==> src/rtl/gf180mcu_fd_sc_mcu9t5v0__aoi222_rrarb_pkg.sv <==
// Shared types and helpers for the aoi222 round-robin grant controller.
// State encoding, requester indices and index arithmetic.
package gf180mcu_fd_sc_mcu9t5v0__arb_pkg;

  typedef enum logic [1:0] {
    IDLE  = 2'd0,
    GRANT = 2'd1,
    GAP   = 2'd2
  } arb_st_t;

  localparam logic [1:0] IDX_A = 2'd0;
  localparam logic [1:0] IDX_B = 2'd1;
  localparam logic [1:0] IDX_C = 2'd2;

  // Cyclic successor A->B->C->A
  function automatic logic [1:0] nxt_idx(input logic [1:0] i);
    return (i == IDX_C) ? IDX_A : i + 2'd1;
  endfunction

  // One-hot winner to requester index
  function automatic logic [1:0] oh2idx(input logic [2:0] oh);
    if (oh[1]) return IDX_B;
    if (oh[2]) return IDX_C;
    return IDX_A;
  endfunction

endpackage

==> src/rtl/gf180mcu_fd_sc_mcu9t5v0__aoi222_rrarb_if.sv <==
// Request/grant bundle between the requesters and the arbiter.
// master = requesting logic, slave = arbiter.
interface gf180mcu_fd_sc_mcu9t5v0__aoi222_rrarb_if;
  logic [2:0] REQ;
  logic [2:0] REL;
  logic [2:0] GNT;
  logic       BUSY;
  logic       TOUT;

  modport master (
    output REQ, REL,
    input  GNT, BUSY, TOUT
  );

  modport slave (
    input  REQ, REL,
    output GNT, BUSY, TOUT
  );
endinterface

==> src/rtl/gf180mcu_fd_sc_mcu9t5v0__aoi222_rrarb_pick3.sv <==
// Three-way round-robin picker: first requester after last_i wins.
// Purely combinational; vld_o flags that a winner exists.
module gf180mcu_fd_sc_mcu9t5v0__rr_pick3
  import gf180mcu_fd_sc_mcu9t5v0__arb_pkg::*;
(
  input  logic [2:0] req_i,
  input  logic [1:0] last_i,
  output logic [2:0] win_o,
  output logic       vld_o
);

  logic [1:0] p0;
  logic [1:0] p1;
  logic [1:0] p2;

  assign p0 = nxt_idx(last_i);
  assign p1 = nxt_idx(p0);
  assign p2 = nxt_idx(p1);

  // Scan candidates in rotated priority order
  always_comb begin
    win_o = '0;
    if (req_i[p0])      win_o[p0] = 1'b1;
    else if (req_i[p1]) win_o[p1] = 1'b1;
    else if (req_i[p2]) win_o[p2] = 1'b1;
  end

  assign vld_o = |req_i;

endmodule

==> src/rtl/gf180mcu_fd_sc_mcu9t5v0__aoi222_rrarb.sv <==
// Round-robin select controller for a shared aoi222 mux.
// One-hot registered grant, one-cycle gap, optional max grant length.
module gf180mcu_fd_sc_mcu9t5v0__aoi222_rrarb
  import gf180mcu_fd_sc_mcu9t5v0__arb_pkg::*;
#(
  parameter int TIMEOUT = 15,
  parameter int CW      = 4
) (
  input logic CLK,
  input logic RST,
  gf180mcu_fd_sc_mcu9t5v0__aoi222_rrarb_if.slave arb
);

  if (TIMEOUT < 0 || TIMEOUT >= (1 << CW)) begin : g_bad_timeout
    $error("TIMEOUT must lie in 0 .. 2**CW-1");
  end

  localparam logic [CW-1:0] TO   = CW'(TIMEOUT);
  localparam logic [CW-1:0] CMAX = '1;

  arb_st_t       st_q;
  logic [2:0]    gnt_q;
  logic [1:0]    last_q;
  logic [CW-1:0] cnt_q;
  logic [CW-1:0] cnt_d;
  logic          tout_q;

  logic [2:0]    win;
  logic          vld;
  logic [1:0]    last_d;
  logic          rel_hit;
  logic          req_drop;
  logic          to_hit;

  gf180mcu_fd_sc_mcu9t5v0__rr_pick3 u_pick (
    .req_i  (arb.REQ),
    .last_i (last_q),
    .win_o  (win),
    .vld_o  (vld)
  );

  assign last_d   = oh2idx(win);
  assign cnt_d    = (cnt_q == CMAX) ? cnt_q : cnt_q + 1'b1;
  assign rel_hit  = |(arb.REL & gnt_q);
  assign req_drop = |(~arb.REQ & gnt_q);
  assign to_hit   = (TIMEOUT != 0) && (cnt_q == TO);

  // Grant FSM with registered grant, length counter and timeout flag
  always_ff @(posedge CLK or posedge RST) begin
    if (RST) begin
      st_q   <= IDLE;
      gnt_q  <= '0;
      last_q <= IDX_C;
      cnt_q  <= '0;
      tout_q <= 1'b0;
    end else begin
      tout_q <= 1'b0;
      unique case (st_q)
        IDLE, GAP: begin
          if (vld) begin
            gnt_q  <= win;
            last_q <= last_d;
            cnt_q  <= CW'(1);
            st_q   <= GRANT;
          end else begin
            st_q   <= IDLE;
          end
        end
        GRANT: begin
          if (rel_hit || req_drop || to_hit) begin
            gnt_q  <= '0;
            st_q   <= GAP;
            tout_q <= to_hit && !rel_hit && !req_drop;
          end else begin
            cnt_q  <= cnt_d;
          end
        end
        default: begin
          gnt_q <= '0;
          st_q  <= IDLE;
        end
      endcase
    end
  end

  assign arb.GNT  = gnt_q;
  assign arb.BUSY = |gnt_q;
  assign arb.TOUT = tout_q;

endmodule

==> src/flat_wrapper.sv <==
// flat-port wrapper written by rule: the top's interface ports become plain ports
module gf180mcu_fd_sc_mcu9t5v0__aoi222_rrarb_flat import gf180mcu_fd_sc_mcu9t5v0__arb_pkg::*;
#(
  parameter int TIMEOUT = 15,
  parameter int CW      = 4
)
  (CLK, RST, arb_REQ, arb_REL, arb_GNT, arb_BUSY, arb_TOUT);
  gf180mcu_fd_sc_mcu9t5v0__aoi222_rrarb_if arb_i ();
  input logic CLK;
  input logic RST;
  input wire logic [$bits(arb_i.REQ)-1:0] arb_REQ;
  input wire logic [$bits(arb_i.REL)-1:0] arb_REL;
  output wire logic [$bits(arb_i.GNT)-1:0] arb_GNT;
  output wire logic [$bits(arb_i.BUSY)-1:0] arb_BUSY;
  output wire logic [$bits(arb_i.TOUT)-1:0] arb_TOUT;
  assign arb_i.REQ = arb_REQ;
  assign arb_i.REL = arb_REL;
  assign arb_GNT = arb_i.GNT;
  assign arb_BUSY = arb_i.BUSY;
  assign arb_TOUT = arb_i.TOUT;
  gf180mcu_fd_sc_mcu9t5v0__aoi222_rrarb #(.TIMEOUT(TIMEOUT), .CW(CW)) u_core (.CLK(CLK), .RST(RST), .arb(arb_i));
endmodule
==> config.mk <==
export PLATFORM = sky130hd
export DESIGN_NAME = gf180mcu_fd_sc_mcu9t5v0__aoi222_rrarb_flat
export DESIGN_NICKNAME = d
export VERILOG_FILES = /design/src/rtl/gf180mcu_fd_sc_mcu9t5v0__aoi222_rrarb_pkg.sv /design/src/rtl/gf180mcu_fd_sc_mcu9t5v0__aoi222_rrarb_if.sv /design/src/rtl/gf180mcu_fd_sc_mcu9t5v0__aoi222_rrarb_pick3.sv /design/src/rtl/gf180mcu_fd_sc_mcu9t5v0__aoi222_rrarb.sv /design/src/flat_wrapper.sv
export SDC_FILE = /design/constraint.sdc
export NUM_CORES = 1
export LEC_CHECK = 0
export CORE_MARGIN = 3
export CORE_UTILIZATION = 42
export CTS_CLUSTER_DIAMETER = 50
export DETAILED_ROUTE_END_ITERATION = 7
export GPL_TIMING_DRIVEN = 0
export HOLD_SLACK_MARGIN = 0.05
export PLACE_DENSITY_LB_ADDON = 0.12
export SLEW_MARGIN = 20
export SYNTH_ARGS = -nofsm -noshare
export SYNTH_HDL_FRONTEND = slang
export SYNTH_SLANG_ARGS = --single-unit
==> constraint.sdc <==
create_clock -name CLK -period 1.5 [get_ports CLK]
set_clock_uncertainty 0.15 [all_clocks]
set_input_delay 0.225 -clock CLK [delete_from_list [all_inputs] [get_ports CLK]]
set_output_delay 0.225 -clock CLK [all_outputs]
set_load 0.03 [all_outputs]
==> reports/results.txt <==
Largest area contributor in the netlist - dfrtp_1
IO buf count - 12
Proportion of synthesized chip area in sequential cells - 50.42%
Ys Warns - 0
Initial antenna violation count - 0
Initial Utilization - 49.18%
Maximum achievable frequency - 646.4 MHz
Syn Inst Count - 62
Comb pwr share - 50.6%
Status - finished with violations
Reg power frac - 36.0%
DRT Pass-1 Iters - 4
Worst EP arrival - 1.59 ns
Final ANT Viol Nets - 0
Number of global-route vias before repair - 498
Setup violators final - 6
Die area - 1913 µm²
Main combinational cell family by area after synthesis - simple AND/OR/NAND/NOR gates
Diode count - 0
Clock power frac - 13.4%
Clk slew on worst S/H paths - 0.08 ns
Violation count after the first detailed-route iteration - 13
Pwr dens - 1978 nW/µm²
Core Util, Final - 64.40%
Worst slack, placed - -0.8244 ns
Share of post-route cells with drive strength above 1 - 17.50%
H-tree levels - 1
DR WL/cell - 13.31 µm
Setup TNS Final - -0.09635 ns
CP max FO - 5
Worst Slack Setup Final - -0.04710 ns
Final WL - 1.251 mm
I/O pin count - 13
Adder-Cell Fraction of Synth Area - 2.092%
Nets - 90
Worst hold path class - input pin to asynchronous set/reset pin
GR Util All Layers - 15.38%
Num CTS Buffers - 3
RSZ-0062 raised after global routing - true
Psw - 0.0006539 W
GP Congestion - 0.7107
Top cells by area, synth - dfrtp_1 46%, mux2i_1 8.4%, nand2_1 5.0%
Post-synthesis xor/xnor area fraction - 0%
Fin crit period - 1.547 ns
Switching Share - 42.21%
Max-cap viol count - 0
Die width - 43.74 µm
Layout area overhead - 30.96%
CP Data Required Time - 1.54 ns
Synth Area in Simple Gates - 21.76%
Synth Area in Compound Gates - 12.76%
First-pass GRT wire length - 2.173 mm
Mux cell area share after synthesis - 8.368%
Crit path launch type - flop
CTS root buffer - clkbuf_4
Hold Vio Cnt, Final - 0
Fin crit share - 103.1%
P_int - 0.0008954 W
GRT Residual Overflow - 0
Largest net degree at the start of global routing - 13
Post-CTS Hold Buffers - 0
IR drop worst, VDD - 1.117 mV
Row count - 12
Hpwl dp - 880.9 µm
CTS sink count - 12
Unique masters post-synth - 22
# DRC - 0
Leakage Power - 0.4021 nW
Core Footprint - 1216 µm²
Critical path class - flop to flop
Die height - 43.74 µm
Syn avg cell area - 9.646 µm²
Proportion of netlist area held by the largest area contributor - 46.03%
Clk buf depth - 2
Vias - 509
Max transition margin - 69.36%
CP Capture Type - flop
Final Slew Violations - 0
Worst-Margin Slew - 0.4590 ns
Violated checks - negative setup slack
Clock Latency Late Sink - 0.28 ns
CTS tree - done
Detailed-route vias per instance - 5.415
Syn nets - 71
Seq cells post-synth - 12
Mapped Area - 598.1 µm²
==> through the flow <==
step	cells	total power (W)	hold slack [ns]	instance area, µm²
2_1_floorplan	62	0.001070	-0.06115	600.6
3_3_place_gp	88	0.001294	0.3183	738.2
4_1_cts	94	0.001550	0.1178	783.3
5_1_grt	94	0.001676	0.1202	783.3
3_5_place_dp	88	0.001307	0.3185	738.2
6_report	94	0.001549	0.09804	783.3
==> sequential cells by signal (all words and copies together), names as in the netlist <==
name,flops
u_core.st_q,2
u_core.cnt_q,4
u_core.arb.TOUT,1
u_core.last_q,2
u_core.arb.GNT,3
==> area by class of cell <==
class,instances,area [µm²]
tap,14,17.52
buffer,1,5.005
clock buffer,4,26.28
fill,106,432.9
sequential,12,304.0
inverter,6,22.52
timing repair buffer,14,118.9
multi-input combinational,43,289.0
==> cell families after synthesis <==
family                     after synthesis
AOI/OAI and AO/OA                       11
adders and majority gates                1
buffers and inverters                    7
DFF                                     12
muxes                                    5
and+or+nand+nor                         26
==> worst max-delay path: stages (launching register included) <==
cell and delay [ns]:
dfrtp_2 0.41, a222oi_1 0.37, buf_4 0.21, a32oi_2 0.12, o22ai_1 0.20
==> placed cells by master, fill, tap and decap left out <==
cell	instances
dlygate4sd2_1	9
dfrtp_1	9
nand2_1	8
inv_1	6
mux2i_1	5
o22ai_1	4
nand3_1	3
nor2_1	3
clkbuf_4	3
buf_2	2
nand2b_1	2
nand4_1	2
nor2b_1	2
o21ai_0	2
clkdlybuf4s50_1	2
buf_4	2
dfrtp_2	2
nor3_1	1
or2_2	1
and2b_1	1
nand2b_4	1
a222oi_1	1
nand3_2	1
and3_1	1
a32oi_2	1
o21ai_1	1
a21boi_0	1
a32o_1	1
ha_1	1
clkbuf_1	1
dfstp_2	1
==> worst paths after layout <==
kind | from | to | slack [ns] | cells after the start
min in group CLK | arb_REQ[2] | u_core.last_q[1] | 0.30 | 3
worst min-delay path | RST | u_core.arb.TOUT | 0.1 | 2
worst min register to register | u_core.st_q[0] | u_core.arb.GNT[0] | 0.33 | 1
max in group asynchronous | RST | u_core.last_q[1] | 0.75 | 2
worst max-delay path | u_core.arb.GNT[0] | u_core.arb.GNT[1] | -0.05 | 4
worst max register to register | u_core.arb.GNT[0] | u_core.arb.GNT[1] | -0.05 | 4
==> power by group through the flow <==
stage	combinational, W	clock [W]	sequential (W)
floorplan	0.000455	0	0.000615
global placement	0.000734	0	0.000561
detailed placement	0.000744	0	0.000563
CTS	0.000781	0.000213	0.000555
global route	0.000859	0.000235	0.000582
finish	0.000784	0.000208	0.000558
==> synthesized netlist by cell type <==
cell type  count
o21ai_0        3
a222oi_1       1
inv_1          6
o22ai_1        4
mux2i_1        5
buf_2          1
nand4_1        2
a32o_1         1
and2b_1        1
nor2b_1        2
dfstp_2        1
nor3_1         1
nor2_1         3
nand3_1        4
or2_2          1
nand2b_1       3
nand2_1        8
ha_1           1
a32oi_1        1
dfrtp_1       11
and3_1         1
a21boi_0       1
==> what timing repair did <==
item,4_1_cts,5_1_grt
buffers inserted,2,0
pin swaps,3,3
gates resized for setup,17,0
endpoints found under the setup margin,15,9
==> routing by layer <==
| metal | part of all wire, % | GRT usage, % | vias up |
|---|---|---|---|
| met3 | 7.0 | 7.469 | 2 |
| met2 | 48 | 24.71 | 13 |
| met1 | 44 | 18.41 | 238 |
| met5 | 0 | 0 | - |
| met4 | 0.72 | 3.614 | 0 |
| li1 | - | - | 256 |
Note: power is estimated with default switching activity, not from simulation.
